$ cat config.mk
export PLATFORM = sky130hd
export DESIGN_NAME = divider_16
export DESIGN_NICKNAME = d
export VERILOG_FILES = /design/src/rtl/divider_16.sv
export SDC_FILE = /design/constraint.sdc
export NUM_CORES = 1
export LEC_CHECK = 0
export ABC_AREA = 1
export CAP_MARGIN = 20
export CORE_ASPECT_RATIO = 1.1
export CORE_UTILIZATION = 42
export CTS_BUF_LIST = sky130_fd_sc_hd__clkbuf_8
export DETAILED_ROUTE_END_ITERATION = 8
export SYNTH_ARGS = -nofsm -noshare
export SYNTH_HDL_FRONTEND = slang
export SYNTH_SLANG_ARGS = --single-unit
$ cat constraint.sdc
create_clock -name I_CLK -period 3.99 [get_ports I_CLK]
set_clock_uncertainty 0.05 [all_clocks]
set_input_delay 0.9975 -clock I_CLK [delete_from_list [all_inputs] [get_ports I_CLK]]
set_output_delay 0.9975 -clock I_CLK [all_outputs]
set_load 0.01 [all_outputs]
$ cat src/rtl/divider_16.sv
// Sequential radix-2 restoring divider, signed Q2.13 in and out, 16-cycle fixed latency.
// Define DIV_ROUND_EN to round the quotient magnitude half-away-from-zero instead of truncating.
module divider_16 (
    input  logic        I_CLK,
    input  logic        I_RST_N,
    input  logic        I_VLD,
    input  logic [15:0] I_DIVIDEND,
    input  logic [15:0] I_DIVISOR,
    output logic        O_VLD,
    output logic        O_DIV_BUSY,
    output logic [15:0] O_QUOTIENT,
    output logic        O_DIV_ZERO
);

    typedef enum logic [1:0] {IDLE, LOAD, CALC, DONE} state_t;

    state_t      state;
    logic [3:0]  cnt;
    logic [27:0] rem;
    logic [14:0] den;
    logic [14:0] quo;
    logic        sign;
    logic        dvd_neg;
    logic        zero_p;
    logic        ovf_p;

    logic [14:0] mag_a;
    logic [14:0] mag_b;
    logic [28:0] trial;
    logic        ge;
    logic [27:0] rem_nxt;
    logic [14:0] mag_fin;
    logic [15:0] result;

    // The most negative operand has no positive twin in 15 bits, so it clamps.
    function automatic logic [14:0] mag15(input logic [15:0] x);
        logic [15:0] n;
        n = ~x + 16'd1;
        if (x == 16'h8000) return 15'h7FFF;
        else if (x[15])    return n[14:0];
        else               return x[14:0];
    endfunction

    function automatic logic [15:0] apply_sign(input logic [14:0] m, input logic s);
        logic [15:0] w;
        w = {1'b0, m};
        return s ? (~w + 16'd1) : w;
    endfunction

    function automatic logic [15:0] saturate(input logic s);
        return s ? 16'h8000 : 16'h7FFF;
    endfunction

`ifdef DIV_ROUND_EN
    // The final remainder is below the divisor, so its low 15 bits hold it exactly.
    function automatic logic [14:0] round_mag(input logic [14:0] q, input logic [14:0] r,
                                              input logic [14:0] d);
        if ({r, 1'b0} >= {1'b0, d} && q != 15'h7FFF) return q + 15'd1;
        else                                         return q;
    endfunction
`endif

    always_comb begin
        mag_a   = mag15(I_DIVIDEND);
        mag_b   = mag15(I_DIVISOR);
        trial   = {14'd0, den} << cnt;
        ge      = ({1'b0, rem} >= trial);
        rem_nxt = ge ? (rem - trial[27:0]) : rem;
`ifdef DIV_ROUND_EN
        mag_fin = round_mag(quo, rem[14:0], den);
`else
        mag_fin = quo;
`endif
        if (zero_p)     result = saturate(dvd_neg);
        else if (ovf_p) result = saturate(sign);
        else            result = apply_sign(mag_fin, sign);
    end

    always_ff @(posedge I_CLK or negedge I_RST_N) begin
        if (!I_RST_N) begin
            state      <= IDLE;
            cnt        <= 4'd0;
            rem        <= 28'd0;
            den        <= 15'd0;
            quo        <= 15'd0;
            sign       <= 1'b0;
            dvd_neg    <= 1'b0;
            zero_p     <= 1'b0;
            ovf_p      <= 1'b0;
            O_VLD      <= 1'b0;
            O_DIV_BUSY <= 1'b0;
            O_QUOTIENT <= 16'd0;
            O_DIV_ZERO <= 1'b0;
        end else begin
            case (state)
                IDLE: begin
                    O_VLD      <= 1'b0;
                    O_QUOTIENT <= 16'd0;
                    O_DIV_ZERO <= 1'b0;
                    if (I_VLD) begin
                        sign       <= I_DIVIDEND[15] ^ I_DIVISOR[15];
                        dvd_neg    <= I_DIVIDEND[15];
                        den        <= mag_b;
                        rem        <= {mag_a, 13'd0};
                        quo        <= 15'd0;
                        cnt        <= 4'd14;
                        zero_p     <= (mag_b == 15'd0);
                        ovf_p      <= ({2'b00, mag_a} >= {mag_b, 2'b00});
                        O_DIV_BUSY <= 1'b1;
                        state      <= LOAD;
                    end
                end
                // LOAD carries the first iteration (bit 14) so latency stays at 16.
                LOAD: begin
                    rem      <= rem_nxt;
                    quo[cnt] <= ge;
                    cnt      <= cnt - 4'd1;
                    state    <= CALC;
                end
                CALC: begin
                    rem      <= rem_nxt;
                    quo[cnt] <= ge;
                    if (cnt == 4'd0) state <= DONE;
                    else             cnt   <= cnt - 4'd1;
                end
                DONE: begin
                    O_VLD      <= 1'b1;
                    O_DIV_BUSY <= 1'b0;
                    O_QUOTIENT <= result;
                    O_DIV_ZERO <= zero_p;
                    state      <= IDLE;
                end
                default: state <= IDLE;
            endcase
        end
    end

endmodule

==> results.txt <==
Among the stages of the critical path, the cell type that occurs most often is sky130_fd_sc_hd__nand2_1. Yosys mapped the design onto 44 distinct sky130hd cell types. The floorplan has 53 rows.

For the worst max-slew margin expressed relative to the limit, the log shows 0.495. The library cells used most frequently in the layout, excluding fill and tap cells, are 507 x sky130_fd_sc_hd__nand2_1, 177 x sky130_fd_sc_hd__inv_1, 125 x sky130_fd_sc_hd__nand3_1. For the residual antenna-violating net count after detailed routing, the log shows 0. The average wire length per cell after detail routing is 15.7 um, and the number of buffers added on ports is 53. Fraction of final layout cells sized beyond drive strength 1: 0.0541. The biggest area contributor in the post-synthesis netlist is sky130_fd_sc_hd__dfrtp_1.

The smallest clock period supported by the final layout is computed as 3.65 ns. During synthesis, Yosys emitted a total of 0 warnings. In this run the worst setup path begins at cnt[0]. The CTS sink count was 87. The number of placed instances, taps included, is 1673. The peak fanout along the critical path came out at 22. The tools report the capturing instance or port of the critical path as rem[2]. The first detailed-routing pass ran for 7 iterations. The required time of the worst setup path was 4.26 ns; the relative area change from synthesis to final layout was 12.6%. The tools report the later-pin clock latency in the skew report as 0.40 ns.

STA classifies the critical path startpoint as a flop. The total length of routed wires is 26500 um. The kind of cell with the highest combined delay along the critical path is compound AO/OA/AOI/OAI gates. 54 I/O pins were placed. Buffers inserted during clock tree synthesis total 9.

The area of the core is 19400 um^2. The flow ran to the end, and the final reports show no timing, DRC or antenna violations. Routability-driven placement finished with a final weighted congestion of 0.959. The H-tree generated during clock tree synthesis spans 3 levels. Data on the critical path arrives at its endpoint at 3.92 ns. After clock tree synthesis, the clock-pin slew on the worst setup and hold paths is 0.10 ns.

Measured in cells, the most critical reg-to-reg path has a length of 17. The largest net degree at the start of global routing is 62. The most common flop cell mapped by yosys was sky130_fd_sc_hd__dfrtp_1. The clock root buffer was sky130_fd_sc_hd__clkbuf_8.

The run gives 0 as the max-capacitance violation count. The number of instances in the synthesized netlist was 1388; the post-synthesis cell area was 8390 um^2. Measured along the y axis, the die boundary spans 150 um.

The worst-path cell with the longest stage delay is sky130_fd_sc_hd__dfrtp_1. The period utilization was 0.915; the vias after detailed routing was 8818. The number of antenna violations at the first check in global routing is 0.

The tools report the origin of the critical flop-to-flop path as cnt[0]. The half-perimeter wire length after placement is 21500 um. The path class of the tightest hold or removal check is flop to flop. When the netlist entered floorplanning its net count stood at 1478.

The top-area cell type share of the netlist area is 0.260, and the sequential element share of the synthesized area is 0.260. For this block, the initial DRC count from the detailed router was 482. At the pin with the least slew margin, the transition time is 0.758 ns. Count of placed standard cells in the final layout, fillers left out: 1689. For the final routed database, the setup TNS stands at 0 ns.

In this run the number of cells on the critical path is 17. Derived from the worst setup path, the maximum achievable clock frequency is 274 MHz. The mean instance size in the synthesized netlist works out to 6.04 um^2. Ranked by total cell area, the synthesized netlist is headed by sky130_fd_sc_hd__dfrtp_1 26%, sky130_fd_sc_hd__nand2_1 23%, sky130_fd_sc_hd__ha_1 8.1%, sky130_fd_sc_hd__inv_1 7.9%, sky130_fd_sc_hd__nand3_1 7.5%. The wire length of the first global-routing pass is 42800 um.

Setup violations remaining at the end of the flow were counted as 0. The tools report the total grt overflow as 0. Capture point of the worst reg-to-reg path: rem[2]. The largest single stage delay on the critical path is 0.45 ns. The total global routing track utilization is 0.273, and the number of global-route vias before repair is 8173. After detailed routing, the number of remaining DRC violations is 0.

The tools report the initial core utilization as 0.433. The critical path is of the flop to flop type. The final layout contains 1527 nets.

The critical path contains buffers and inverters numbering 2 combined. The share of flip-flops with an asynchronous set or reset after synthesis was 1.00; the number of storage elements in the synthesis netlist was 87. The most common cell after layout, fill and taps aside is sky130_fd_sc_hd__nand2_1. Traced cell by cell, the critical path runs through buf_4 -> nand2_1 -> nand2_1 -> o21ai_0 -> o21ai_0 -> o21ai_0 -> ha_1 -> nand2_1 -> nor2_1 -> a21oi_1 -> nor2_1 -> nor2_2 -> nand4_2 -> nand2_4 -> buf_12 -> nand2_1 -> o21ai_1.

Setup repair after global routing left no endpoint under its margin. The minimum setup slack among reg-to-reg paths was 0.34 ns. TritonCTS built the clock tree. The overall die width was 137 um; the hold violation total from the final report was 0. The max-slew violation count was 0. The run gives 2 as the number of buffers between clock root and the deepest sink. STA classifies the critical path endpoint as a flop. The antenna diode count is 0.

The floorplan die area was 20500 um^2; the number of enable-type register cells in the synthesized netlist was 0. After detailed routing, the number of vias per cell comes to 5.22. After clock tree synthesis, the setup repair step added 0 buffers.
routing by layer:
metal / vias to the layer above / routed length, um / track usage
met3: 56 / 1010 / 0.0273
met1: 3964 / 12000 / 0.349
li1: 4581 / - / -
met5: - / 0 / 0
met2: 217 / 12300 / 0.454
met4: 0 / 1180 / 0.138
flip-flops by register name, summed over array words and instances (netlist names):
signal and flops:
O_QUOTIENT 16, state 2, ovf_p 1, dvd_neg 1, sign 1, mag_fin 15, rem 28, O_DIV_ZERO 1
O_VLD 1, O_DIV_BUSY 1, den 15, cnt 4, zero_p 1
Yosys cell counts (2+ instances only):
library cell               number
sky130_fd_sc_hd__xor2_1         9
sky130_fd_sc_hd__xnor2_1        2
sky130_fd_sc_hd__dfrtp_1       87
sky130_fd_sc_hd__o22ai_1       16
sky130_fd_sc_hd__a31oi_1        4
sky130_fd_sc_hd__o21ai_0       92
sky130_fd_sc_hd__and2_1         6
sky130_fd_sc_hd__buf_6          5
sky130_fd_sc_hd__o21bai_1       2
sky130_fd_sc_hd__clkbuf_1      27
sky130_fd_sc_hd__nor2_2         3
sky130_fd_sc_hd__o211ai_1       3
sky130_fd_sc_hd__a21oi_1       46
sky130_fd_sc_hd__nand2_2        6
sky130_fd_sc_hd__buf_4          2
sky130_fd_sc_hd__a22o_1         4
sky130_fd_sc_hd__inv_1        177
sky130_fd_sc_hd__buf_2          5
sky130_fd_sc_hd__nand2_1      507
sky130_fd_sc_hd__nand3b_1       6
sky130_fd_sc_hd__nand4_1       27
sky130_fd_sc_hd__ha_1          54
sky130_fd_sc_hd__o21ai_1       15
sky130_fd_sc_hd__nand3_2        2
sky130_fd_sc_hd__nor3_1         8
sky130_fd_sc_hd__or2_2         15
sky130_fd_sc_hd__buf_1          4
sky130_fd_sc_hd__a21o_1         4
sky130_fd_sc_hd__a22oi_1        9
sky130_fd_sc_hd__nor2_1       103
sky130_fd_sc_hd__nand3_1      125
timing repair:
| item | in CTS | in global routing |
|---|---|---|
| resized for setup | 0 | 5 |
| hold buffers | 0 | 0 |
| setup endpoints to repair | 0 | 28 |
worst register-to-register path: stages (launching register included):
cell	delay [ns]
sky130_fd_sc_hd__dfrtp_1	0.45
sky130_fd_sc_hd__buf_4	0.22
sky130_fd_sc_hd__nand2_1	0.10
sky130_fd_sc_hd__nand2_1	0.05
sky130_fd_sc_hd__o21ai_0	0.31
sky130_fd_sc_hd__o21ai_0	0.18
sky130_fd_sc_hd__o21ai_0	0.40
sky130_fd_sc_hd__ha_1	0.42
sky130_fd_sc_hd__nand2_1	0.19
sky130_fd_sc_hd__nor2_1	0.09
sky130_fd_sc_hd__a21oi_1	0.23
sky130_fd_sc_hd__nor2_1	0.08
sky130_fd_sc_hd__nor2_2	0.14
sky130_fd_sc_hd__nand4_2	0.19
sky130_fd_sc_hd__nand2_4	0.19
sky130_fd_sc_hd__buf_12	0.17
sky130_fd_sc_hd__nand2_1	0.07
sky130_fd_sc_hd__o21ai_1	0.07
worst min path at each step:
stage | from | end | slack (ns) | cells past startpoint
finish | O_QUOTIENT[15] | O_QUOTIENT[15] | 0.44 | 2
CTS | O_QUOTIENT[12] | O_QUOTIENT[12] | 0.45 | 2
floorplan | dvd_neg | dvd_neg | 0.40 | 2
detailed placement | O_QUOTIENT[11] | O_QUOTIENT[11] | 0.42 | 2
global placement | O_VLD | O_VLD | 0.41 | 2
global route | O_QUOTIENT[13] | O_QUOTIENT[13] | 0.47 | 2
logic make-up (layout without fill, tap and decap cells):
group                      after synthesis  count (layout)  share of synthesized area
AOI/OAI and AO/OA                      199             199                      0.130
xor gates and xnor gates                11              11                     0.0115
adders and majority gates               55              55                     0.0830
buffers and inverters                  222             276                      0.106
DFF                                     87              87                      0.260
and+or+nand+nor                        814             814                      0.410
cell type report:
type | instances | area, um^2
clock buffers | 9 | 124
clock inverters | 7 | 56.3
fillers | 2096 | 9920
inverters | 179 | 678
multi-input cells | 1079 | 5320
flip-flops and latches | 87 | 2180
well taps | 247 | 309
repair buffers | 81 | 776
through the flow:
step                      setup WS (ns)   util  area (um^2)  hold slack [ns]
after CTS                         0.271  0.488         9440            0.447
after floorplan                   0.864      -         8390            0.403
after detailed placement          0.152  0.478         9260            0.418
after global placement            0.207  0.478         9260            0.414
final                             0.341  0.488         9440            0.441
after global routing           0.000624  0.488         9440            0.466
Power is left out: the tool's default activity adds up to more than one toggle a clock period on the data nets, which glitch-free logic cannot reach.
